==> config.mk <==
export PLATFORM = sky130hd
export DESIGN_NAME = writeback_stage
export DESIGN_NICKNAME = d
export VERILOG_FILES = /design/src/rtl/writeback_stage_pkg.sv /design/src/rtl/mux4.sv /design/src/rtl/writeback_stage_load_extend.sv /design/src/rtl/writeback_stage.sv
export SDC_FILE = /design/constraint.sdc
export NUM_CORES = 1
export LEC_CHECK = 0
export BUFFER_PORTS_ARGS = -buffer_cell sky130_fd_sc_hd__clkbuf_2
export CAP_MARGIN = 20
export CELL_PAD_IN_SITES_DETAIL_PLACEMENT = 1
export CELL_PAD_IN_SITES_GLOBAL_PLACEMENT = 1
export CORE_ASPECT_RATIO = 1.5
export CORE_MARGIN = 2
export CORE_UTILIZATION = 25
export DETAILED_ROUTE_END_ITERATION = 7
export GPL_TIMING_DRIVEN = 0
export HOLD_SLACK_MARGIN = 0.06
export PLACE_DENSITY = 0.6
export SLEW_MARGIN = 20
export SYNTH_ARGS = -nofsm -noshare
export SYNTH_HDL_FRONTEND = slang
export SYNTH_SLANG_ARGS = --single-unit
==> constraint.sdc <==
create_clock -name clk -period 2.6 [get_ports clk]
set_input_delay 0.52 -clock clk [delete_from_list [all_inputs] [get_ports clk]]
set_output_delay 0.52 -clock clk [all_outputs]
set_load 0.02 [all_outputs]
==> src/rtl/writeback_stage_pkg.sv <==
// Shared core constants for the writeback stage.
// Result-source selector codes, load funct3 codes, datapath width.
package writeback_stage_pkg;

  localparam int XLEN_DEF = 32;

  localparam logic [1:0] RESULT_SRC_ALU  = 2'd0;
  localparam logic [1:0] RESULT_SRC_LOAD = 2'd1;
  localparam logic [1:0] RESULT_SRC_PC4  = 2'd2;
  localparam logic [1:0] RESULT_SRC_IMM  = 2'd3;

  localparam logic [2:0] LOAD_LB  = 3'b000;
  localparam logic [2:0] LOAD_LH  = 3'b001;
  localparam logic [2:0] LOAD_LW  = 3'b010;
  localparam logic [2:0] LOAD_LBU = 3'b100;
  localparam logic [2:0] LOAD_LHU = 3'b101;

endpackage

==> src/rtl/mux4.sv <==
// Generic 4-way multiplexer.
// Shared utility reused for result selection.
module mux4 #(
  parameter int W = 32
) (
  input  logic [1:0]   sel,
  input  logic [W-1:0] d0,
  input  logic [W-1:0] d1,
  input  logic [W-1:0] d2,
  input  logic [W-1:0] d3,
  output logic [W-1:0] y
);

  always_comb begin
    y = d0;
    case (sel)
      2'd0:    y = d0;
      2'd1:    y = d1;
      2'd2:    y = d2;
      default: y = d3;
    endcase
  end

endmodule

==> src/rtl/writeback_stage_load_extend.sv <==
// RV32 load-data alignment and sign/zero extension.
// Byte/halfword picked from the memory word by address offset.
module load_extend
  import writeback_stage_pkg::*;
#(
  parameter int XLEN = XLEN_DEF
) (
  input  logic [2:0]      funct3,
  input  logic [1:0]      offset,
  input  logic [XLEN-1:0] data,
  output logic [XLEN-1:0] value
);

  logic [7:0]  byte_sel;
  logic [15:0] half_sel;

  always_comb begin
    byte_sel = data[7:0];
    case (offset)
      2'd0:    byte_sel = data[7:0];
      2'd1:    byte_sel = data[15:8];
      2'd2:    byte_sel = data[23:16];
      default: byte_sel = data[31:24];
    endcase
  end

  // halfword ignores offset[0]: misaligned halves are not split
  assign half_sel = offset[1] ? data[31:16] : data[15:0];

  always_comb begin
    value = data;
    case (funct3)
      LOAD_LB:  value = {{(XLEN-8){byte_sel[7]}}, byte_sel};
      LOAD_LBU: value = {{(XLEN-8){1'b0}}, byte_sel};
      LOAD_LH:  value = {{(XLEN-16){half_sel[15]}}, half_sel};
      LOAD_LHU: value = {{(XLEN-16){1'b0}}, half_sel};
      LOAD_LW:  value = data;
      default:  value = data;
    endcase
  end

endmodule

==> src/rtl/writeback_stage.sv <==
// Register-writeback stage: source select, load extension,
// registered result toward the register file, retire counter.
module writeback_stage
  import writeback_stage_pkg::*;
#(
  parameter int XLEN    = XLEN_DEF,
  parameter int NUM_SRC = 4,
  parameter int SRC_W   = 2,
  parameter int CNT_W   = 64
) (
  input  logic             clk,
  input  logic             rst,
  input  logic             ValidW,
  input  logic             RegWriteW,
  input  logic [SRC_W-1:0] ResultSrcW,
  input  logic [2:0]       LoadFuncW,
  input  logic [XLEN-1:0]  ReadDataW,
  input  logic [XLEN-1:0]  ALUResultW,
  input  logic [XLEN-1:0]  PCPlus4W,
  input  logic [XLEN-1:0]  ImmExtW,
  input  logic [4:0]       RdW,
  input  logic             StallW,
  input  logic             FlushW,
  input  logic [4:0]       Rs1D,
  input  logic [4:0]       Rs2D,
  output logic [XLEN-1:0]  Result,
  output logic             RegWrite,
  output logic [4:0]       Rd,
  output logic             Valid,
  output logic [CNT_W-1:0] InstRet,
  output logic             FwdMatch1,
  output logic             FwdMatch2
);

  logic [XLEN-1:0] load_val;
  logic [XLEN-1:0] mux_val;
  logic [XLEN-1:0] sel_val;
  logic            src_ok;
  logic            write_en;

  load_extend #(.XLEN(XLEN)) u_ext (
    .funct3(LoadFuncW),
    .offset(ALUResultW[1:0]),
    .data  (ReadDataW),
    .value (load_val)
  );

  mux4 #(.W(XLEN)) u_mux (
    .sel(ResultSrcW[1:0]),
    .d0 (ALUResultW),
    .d1 (load_val),
    .d2 (PCPlus4W),
    .d3 (ImmExtW),
    .y  (mux_val)
  );

  // unpopulated selector codes read as zero
  assign src_ok   = int'(ResultSrcW) < NUM_SRC;
  assign sel_val  = src_ok ? mux_val : '0;
  assign write_en = RegWriteW & ValidW & (RdW != 5'd0);

  always_ff @(posedge clk) begin
    if (rst) begin
      Result   <= '0;
      RegWrite <= 1'b0;
      Rd       <= 5'd0;
      Valid    <= 1'b0;
      InstRet  <= '0;
    end else if (FlushW) begin
      Result   <= '0;
      RegWrite <= 1'b0;
      Rd       <= 5'd0;
      Valid    <= 1'b0;
    end else if (!StallW) begin
      Result   <= sel_val;
      RegWrite <= write_en;
      Rd       <= RdW;
      Valid    <= ValidW;
      if (ValidW)
        InstRet <= InstRet + CNT_W'(1);
    end
  end

  assign FwdMatch1 = RegWrite && (Rd == Rs1D);
  assign FwdMatch2 = RegWrite && (Rd == Rs2D);

endmodule

==> metrics.txt <==
status=completed; via density per instance=5.35; Port Buf Inserts=255; Design Power=3.83 mW; final routed wirelength across all metal layers=26,000 um; largest net degree at the start of global routing=19; flop and latch count out of synthesis=103; fraction of synthesized area in multiplexers=0.0986; DP Cell Count=1,223; number of nets in the layout=1,110; Setup Skew=0.00971 ns; dominant combinational cell family by area after synthesis=simple AND/OR/NAND/NOR gates; arithmetic-cell share of the synthesized area counting full adders, half adders and majority gates=0.00214; placer's final routability congestion estimate=0.927; Max Fclk=412 MHz; arrival time worst endpoint=2.73 ns; count of flip-flops with a built-in enable after synthesis=0; kind of end point of the critical path=flip-flop; xor/xnor share of the synthesized area=0.0674; starting density of the core=0.255; kind of critical path=reg -> reg; number of global-route vias before repair=6,734; CTS tree=yes; non-filler instance count after layout=1,240; Final ANT Viol Nets=0; global-route wire length before repair=38,100 um; top cell type's share of synthesized area=0.352; area fraction in compound gates after synthesis=0.204; most numerous cell types in the synthesized netlist=dfxtp_1, nor2_1, a21oi_1; fraction of registers with async set or reset after synthesis=0; count of warnings emitted by yosys=0; maximum fanout along the worst path=10; final critical-path required period=2.43 ns; critical-path cell list=ha_1 > and3_2 > nand4_2 > or3_4 > buf_2 > or4_1 > a21oi_1; proportion of synthesized chip area in sequential cells=0.352; drc violations=0; number of H-tree levels=3; headroom to the max-slew limit=0.436; Core Util, Final=0.342; CTS hold repair buffers=0; area delta synth->final=34.5%; buffer depth of the longest clock path=2; cell area power density=487 nW/um^2; post-synthesis simple-gate area fraction=0.228; routed length per placed instance=21.0 um; Least-Margin Pin Slew=0.839 ns; critical path startpoint category=flip-flop; number of antenna repair diodes=0; Die Width=129 um; CP Data Required Time=2.90 ns; Synth Area per Inst=8.50 um^2; number of maximum-capacitance constraint violations=0; number of nets produced by synthesis=843; synthesized netlist cell count=688; die outline area=24,700 um^2; path class of the lowest-slack min-delay path=in -> reg; area of the placeable core=23,000 um^2; number of buffers added by the clock tree synthesis step=9; via count=6,634; row cnt=68; Pins Over Slew Limit=0; post-placement cell area=7480 um^2; CP max-delay cell=or4_1; largest cells by area after synthesis=dfxtp_1, mux2i_1, a21oi_1; root buffer selected by CTS=clkbuf_16; Reg clk slew, reported paths=0.08 ns; Placement Setup Slack=-0.385 ns; biggest cell delay along the critical path=0.49 ns; summed instance area of the synthesized netlist=5850 um^2; Leak Pwr=3.27 nW; Sinks on Clock Net=103; Final setup violation count=0; Pre-antenna DRT Iters=4; final instance area=7870 um^2; GRT Resource Usage Total=0.205; ys flop type=dfxtp_1; Chip Height=191 um; maximum ir drop on the vdd rail=0.000311 V; most repeated cell in the gate-level netlist after synthesis=dfxtp_1; clock insertion delay at the later pin of the skew report=0.37 ns; antenna violations before repair=0; FILL cells=2,877; Iter 0 DRT Violations=264; share of final-layout standard cells stronger than drive strength 1=0.329; count of endpoints failing hold in the final timing report=0; number of primary I/O pins=259; half-perimeter wire length after detailed placement=21,100 um; dominant cell type by area after synthesis=dfxtp_1; GR Overflow Total=0; final worst path period share=0.933; slack of the critical path=0.174 ns; unique cell type count in the Yosys netlist=47
-- metal layers --
layer / track usage / routed length (um) / vias to the layer above
li1: - / - / 3165
met1: 0.201 / 9360 / 3163
met2: 0.391 / 13700 / 260
met3: 0.0537 / 1850 / 46
met4: 0.100 / 1140 / 0
met5: 0 / 0 / -
-- state kept, by name (all words and copies together), names as in the netlist --
name      count
InstRet      64
Rd            5
RegWrite      1
Result       32
Valid         1
-- power breakdown --
| part | switching, mW | internal, mW | leakage [nW] |
|---|---|---|---|
| clock network | 0.713 | 0.956 | 0.172 |
| registers | 0.0179 | 1.60 | 0.836 |
| logic | 0.320 | 0.227 | 2.27 |
| total | 1.05 | 2.78 | 3.27 |
-- repair_timing --
action | CTS | global route
endpoints found under the setup margin | 14 | 28
gates resized for setup | 1 | 13
buffers inserted | 3 | 0
pin swaps | 2 | 1
-- cell usage in the layout (no fill, tap or decap), types with 22 or more instances in the layout --
| cell type | n |
|---|---|
| clkbuf_2 | 259 |
| mux2i_1 | 43 |
| nand2_1 | 37 |
| xnor2_1 | 28 |
| nand4_1 | 22 |
| nor2_1 | 58 |
| a21oi_1 | 53 |
| inv_1 | 23 |
| clkbuf_1 | 33 |
| or4_1 | 25 |
| dfxtp_1 | 98 |
-- worst max-delay path: cells and delay by family (launching register included) --
family,cells,cell delay [ns]
and+or+nand+nor,4,1.37
DFF,1,0.43
buffers and inverters,1,0.21
adders and majority gates,1,0.20
AOI/OAI and AO/OA,1,0.14
-- through the flow --
stage / hold WS [ns] / TNS, ns
floorplan: 0.548 / 0
global placement: 0.472 / -12.33
detailed placement: 0.476 / -12.28
CTS: 0.383 / 0
global route: 0.391 / -0.00891
finish: 0.399 / 0
-- cell families after synthesis --
kind of cell / Yosys count
AND/OR/NAND/NOR: 246
AO/OA/AOI/OAI: 166
buffers and inverters: 72
XOR/XNOR: 45
multiplexers: 55
adder cells (fa/ha/maj): 1
flip-flops: 103
-- worst paths after layout --
path / slack, ns / startpoint / depth (start not counted) / endpoint
setup / recovery: 0.17 / InstRet[1] / 7 / InstRet[60]
hold / removal: 0.40 / RdW[3] / 3 / Rd[3]
setup reg to reg: 0.17 / InstRet[1] / 7 / InstRet[60]
hold reg to reg: 0.49 / Result[4] / 2 / Result[4]
-- final cells by class --
type | instances | area [um^2] | area share
Timing Repair Buffer | 258 | 1300 | 0.165
Tap cell | 280 | 350 | 0.0445
Sequential cell | 103 | 2070 | 0.263
Inverter | 24 | 90.1 | 0.0115
Clock buffer | 9 | 225 | 0.0286
Buffer | 46 | 184 | 0.0234
Multi-Input combinational cell | 513 | 3530 | 0.448
Clock inverter | 7 | 124 | 0.0157
Power figures use the tool's default switching activity.
